===== src/rtl/vga_timing_gen.sv =====
// vga_timing_gen: raster timing for the VGA output path.
// Produces pixel coordinates, the active-video flag and line/frame pulses
// from pix_ce-gated counters, plus sync/DE outputs delayed by DELAY clocks
// so they line up with a registered pattern block.
module vga_timing_gen #(
  parameter int unsigned H_ACTIVE = 640,
  parameter int unsigned H_FP     = 16,
  parameter int unsigned H_SYNC   = 96,
  parameter int unsigned H_BP     = 48,
  parameter int unsigned V_ACTIVE = 480,
  parameter int unsigned V_FP     = 10,
  parameter int unsigned V_SYNC   = 2,
  parameter int unsigned V_BP     = 33,
  parameter logic        SYNC_POL = 1'b0,
  parameter int unsigned DELAY    = 1,
  parameter int unsigned CW       = 10
) (
  input  logic          clock,
  input  logic          reset_n,
  input  logic          pix_ce,
  output logic [CW-1:0] hcount,
  output logic [CW-1:0] vcount,
  output logic          enable,
  output logic          line_start,
  output logic          frame_start,
  output logic          hsync_o,
  output logic          vsync_o,
  output logic          de_o
);

  localparam int unsigned H_TOTAL = H_ACTIVE + H_FP + H_SYNC + H_BP;
  localparam int unsigned V_TOTAL = V_ACTIVE + V_FP + V_SYNC + V_BP;

  localparam logic [CW-1:0] H_LAST   = CW'(H_TOTAL - 1);
  localparam logic [CW-1:0] V_LAST   = CW'(V_TOTAL - 1);
  localparam logic [CW-1:0] H_ACT    = CW'(H_ACTIVE);
  localparam logic [CW-1:0] V_ACT    = CW'(V_ACTIVE);
  localparam logic [CW-1:0] HS_START = CW'(H_ACTIVE + H_FP);
  localparam logic [CW-1:0] HS_END   = CW'(H_ACTIVE + H_FP + H_SYNC);
  localparam logic [CW-1:0] VS_START = CW'(V_ACTIVE + V_FP);
  localparam logic [CW-1:0] VS_END   = CW'(V_ACTIVE + V_FP + V_SYNC);

  logic [CW-1:0] hcount_q, hcount_d, vcount_q, vcount_d;
  logic [CW-1:0] h_next, v_next;
  logic          enable_q, enable_d;
  logic          hsync_q, hsync_d;
  logic          vsync_q, vsync_d;
  logic          line_start_q, line_start_d;
  logic          frame_start_q, frame_start_d;

  // Next-position decode; flags are decoded from the next counter values
  // so they stay coherent with hcount/vcount in the same cycle.
  always_comb begin
    h_next = hcount_q;
    v_next = vcount_q;
    if (hcount_q < H_LAST) begin
      h_next = hcount_q + CW'(1);
    end else begin
      h_next = '0;
      v_next = (vcount_q < V_LAST) ? vcount_q + CW'(1) : '0;
    end

    hcount_d      = hcount_q;
    vcount_d      = vcount_q;
    enable_d      = enable_q;
    hsync_d       = hsync_q;
    vsync_d       = vsync_q;
    line_start_d  = 1'b0;
    frame_start_d = 1'b0;
    if (pix_ce) begin
      hcount_d      = h_next;
      vcount_d      = v_next;
      enable_d      = (h_next < H_ACT) && (v_next < V_ACT);
      hsync_d       = ((h_next >= HS_START) && (h_next < HS_END)) ? SYNC_POL : ~SYNC_POL;
      vsync_d       = ((v_next >= VS_START) && (v_next < VS_END)) ? SYNC_POL : ~SYNC_POL;
      line_start_d  = (h_next == '0);
      frame_start_d = (h_next == '0) && (v_next == '0);
    end
  end

  // Counter and decoded-flag registers; reset parks at the last position
  // so the first pix_ce wraps to (0,0).
  always_ff @(posedge clock or negedge reset_n) begin
    if (!reset_n) begin
      hcount_q      <= H_LAST;
      vcount_q      <= V_LAST;
      enable_q      <= 1'b0;
      hsync_q       <= ~SYNC_POL;
      vsync_q       <= ~SYNC_POL;
      line_start_q  <= 1'b0;
      frame_start_q <= 1'b0;
    end else begin
      hcount_q      <= hcount_d;
      vcount_q      <= vcount_d;
      enable_q      <= enable_d;
      hsync_q       <= hsync_d;
      vsync_q       <= vsync_d;
      line_start_q  <= line_start_d;
      frame_start_q <= frame_start_d;
    end
  end

  assign hcount      = hcount_q;
  assign vcount      = vcount_q;
  assign enable      = enable_q;
  assign line_start  = line_start_q;
  assign frame_start = frame_start_q;

  generate
    if (DELAY == 0) begin : g_direct
      assign de_o    = enable_q;
      assign hsync_o = hsync_q;
      assign vsync_o = vsync_q;
    end else begin : g_pipe
      // Each stage holds {enable, hsync, vsync}; stage 0 of the shift
      // vector is the live internal value, stage DELAY is the output.
      logic [DELAY:1][2:0] pipe_q;
      logic [DELAY:1][2:0] pipe_d;
      logic [DELAY:0][2:0] shift;

      // Shift one stage per clock, regardless of pix_ce.
      always_comb begin
        shift  = {pipe_q, enable_q, hsync_q, vsync_q};
        pipe_d = shift[DELAY-1:0];
      end

      // Delay-line registers, reset to the inactive levels.
      always_ff @(posedge clock or negedge reset_n) begin
        if (!reset_n) begin
          pipe_q <= {DELAY{1'b0, ~SYNC_POL, ~SYNC_POL}};
        end else begin
          pipe_q <= pipe_d;
        end
      end

      assign de_o    = pipe_q[DELAY][2];
      assign hsync_o = pipe_q[DELAY][1];
      assign vsync_o = pipe_q[DELAY][0];
    end
  endgenerate

endmodule

===== config.mk =====
export PLATFORM = sky130hd
export DESIGN_NAME = vga_timing_gen
export DESIGN_NICKNAME = d
export VERILOG_FILES = /design/src/rtl/vga_timing_gen.sv
export SDC_FILE = /design/constraint.sdc
export NUM_CORES = 1
export LEC_CHECK = 0
export CAP_MARGIN = 10
export CORE_MARGIN = 4
export CORE_UTILIZATION = 27
export DETAILED_ROUTE_END_ITERATION = 12
export PLACE_DENSITY_LB_ADDON = 0.25
export SKIP_CTS_REPAIR_TIMING = 1
export SYNTH_ARGS = -nofsm -noshare
export SYNTH_HDL_FRONTEND = slang
export SYNTH_SLANG_ARGS = --single-unit

===== constraint.sdc =====
create_clock -name clock -period 3.3 [get_ports clock]
set_input_delay 0.495 -clock clock [delete_from_list [all_inputs] [get_ports clock]]
set_output_delay 0.495 -clock clock [all_outputs]
set_load 0.05 [all_outputs]

==> results_dict.tcl <==
set metrics [dict create \
    grt_first_pass_wirelength_mm 8.666 \
    fin_crit_sh_pct 79.06 \
    diodes 0 \
    pwr-share-seq_pct 47.9 \
    crit_path_cell_trace "ha_1, nand4_4, a21oi_4, o21ai_2, a222oi_1, o2111ai_1, nor4_2" \
    yosys_warnings 0 \
    required_ns 3.49 \
    fin_skew_ns 0.003392 \
    initial_core_util_pct 28.33 \
    cts_num_sinks 28 \
    grt.total_usage_pct 12.19 \
    slew_violations 0 \
    drt_wl_total_mm 5.004 \
    syn_avg_cell_area_um2 8.508 \
    clock_tree_from_tritoncts "built" \
    synth-edff-count 0 \
    static-leakage-power_nw 0.8078 \
    critPathLaunchType "register" \
    fp-row-count 30 \
    die_w_um 93.14 \
    number_of_setup_violations_in_the_final_report 0 \
    postLayoutSetupSlackWorst_ns 0.6910 \
    ant_nets 0 \
    detail_route.vias_per_cell 5.392 \
    place.port_buffers 28 \
    dp_hpwl_mm 3.635 \
    power_density_nw_per_um2 439.3 \
    worst_ep_arrival_time_ns 2.80 \
    synthCells 230 \
    vias_in_the_first_global_route 1744 \
    cts-htree-levels 1 \
    clock_latency_ns 0.28 \
    report.final.hold_viol_count 0 \
    reg2reg_slack_ns 0.69 \
    globalplace.congestion 0.8649 \
    clockPowerShare_pct 19.2 \
    globalRouteOverflowTotal 0 \
    cts-root-to-sink-buffers 2 \
    clkSlewWorstSetupHoldPaths_ns 0.10 \
    area_grow_syn2layout_pct 18.61 \
    dr_drc_count 0 \
    floorplan.core_area_um2 6907 \
    drt_pre_antenna_iters 4 \
    setup_repair_after_global_routing_missed_its_margin "no" \
    initialDrtViolationCount 77 \
    num_ports 29 \
    swShare_pct 41.15 \
    endpoint_kind_of_the_worst_setup_timing_path "register" \
    synth_area_leader "dfstp_2" \
    netlist_area_um2 1957 \
    antenna_found_initial 0 \
    p_int_uw 600.1 \
    finalSetupTns_ns 0 \
    layout_commonest_cell "o21ai_0" \
    grt_max_degree 29 \
    worst_slew_margin_rel_pct 66.41 \
    synth_seq_area_share_pct 36.70 \
    worst_pin_slew_ns 0.5023 \
    routedWlPerCell_um 14.63 \
    die_area_um2 8674 \
    worst_hold_path_class "register to register" \
    drive_above_1_share_pct 14.63 \
    ir_worst_vdd_v 0.0001801 \
    netlist-cell-type-count 58 \
    drv.max_cap_violation_count 0 \
    num_cts_buffers 3 \
    final-instance-count-excl-fill 342 \
    p_sw_uw 419.6 \
    outcome "finished, final reports clean" \
    design_area_um2 2321 \
    ys_top_cells_by_area "dfstp_2, dfrtp_1, o21ai_0" \
    layout_common_cells "o21ai_0, clkdlybuf4s50_1, nand2_1" \
    dpl-instance-area_um2 2276 \
    synth_seq_cells 28 \
    critPathSlowestCell "dfstp_2" \
    achievable-frequency_mhz 383.3 \
    syn_nets 235 \
    worstSetupPathType "register to register" \
    async_reset_ff_share_pct 100.0 \
    fin_nets 252 \
    dominantRegCellSynth "dfstp_2" \
    synth_top_area_share_pct 18.80 \
    critical_path.max_stage_delay_ns 0.64 \
    combinationalPowerShare_pct 32.9 \
    worstPathBufferInverterCount 0 \
    cp_max_fo 19 \
    fp.dieH_um 93.14 \
    routed-via-count 1844 \
    post-place-ws_ns 0.7066 \
    worst_path_dominant_cell_family "compound AO/OA/AOI/OAI gates" \
    post-route-min-period_ns 2.609 \
    dpl.cell_count 338 \
    clock_tree.root_cell "clkbuf_8" \
]
routing by layer:
layer | vias to the layer above | GRT usage, % | share of wire (%)
met3 | 10 | 3.057 | 5.5
met5 | - | 0 | 0
li1 | 887 | - | -
met2 | 59 | 18.54 | 45
met1 | 888 | 17.02 | 47
met4 | 0 | 3.541 | 1.9
metrics by stage:
step / power (mW) / hold slack, ns / utilization, %
floorplan: 0.7436 / 0.1994 / -
detailed placement: 0.8346 / 0.3588 / 32.95
global route: 1.082 / 0.3796 / 33.61
global placement: 0.8315 / 0.3582 / 32.95
finish: 1.020 / 0.3710 / 33.61
CTS: 1.034 / 0.3728 / 33.61
path summary, 6_finish.rpt:
path,from,endpoint,depth (start not counted)
setup / recovery,hcount[1],frame_start,7
hold / removal,hsync_q,g_pipe.pipe_q[1],0
max in group asynchronous,reset_n,hcount[9],2
hold reg to reg,hsync_q,g_pipe.pipe_q[1],0
setup reg to reg,hcount[1],frame_start,7
min in group asynchronous,reset_n,vcount[1],2
synth_stat cells (4+ instances only):
cell and count:
nand2_1 25, clkbuf_1 7, dfrtp_1 14, or3_1 4, o22ai_1 4, buf_2 7, a31oi_1 7, o21ai_0 29
inv_1 7, a21oi_1 10, and3_1 4, nor2_1 14, nand4_1 4, nand3_1 13, and2_1 5, dfstp_2 14
area by class of cell:
type	instances	area (µm²)
fillers	744	4586
repair buffers	31	302.8
well taps	96	120.1
inverters	7	26.28
clock buffers	4	45.04
flip-flops and latches	28	718.2
multi-input cells	176	1109
state kept, by name, summed over array words and instances (netlist names):
name	flops
hcount	10
vcount	10
g_pipe.pipe_q	3
enable	1
frame_start	1
hsync_q	1
line_start	1
vsync_q	1
cells by family (layout without fill, tap and decap cells):
kind of cell | count (synthesis) | after routing | share of synthesized area (%)
and+or+nand+nor | 90 | 90 | 25.70
buffers and inverters | 26 | 42 | 6.649
DFF | 28 | 28 | 36.70
adders and majority gates | 2 | 2 | 1.279
muxes | 2 | 2 | 1.087
AOI/OAI and AO/OA | 78 | 78 | 26.79
xor gates and xnor gates | 4 | 4 | 1.791
power groups by stage:
stage                     Combinational, mW  Sequential (mW)  Clock (mW)
after floorplan                       0.191            0.552           0
final                                 0.336            0.488       0.196
after global placement                0.338            0.493           0
after detailed placement              0.339            0.496           0
after CTS                             0.340            0.489       0.205
after global routing                  0.364            0.501       0.217
Power figures use the tool's default switching activity.
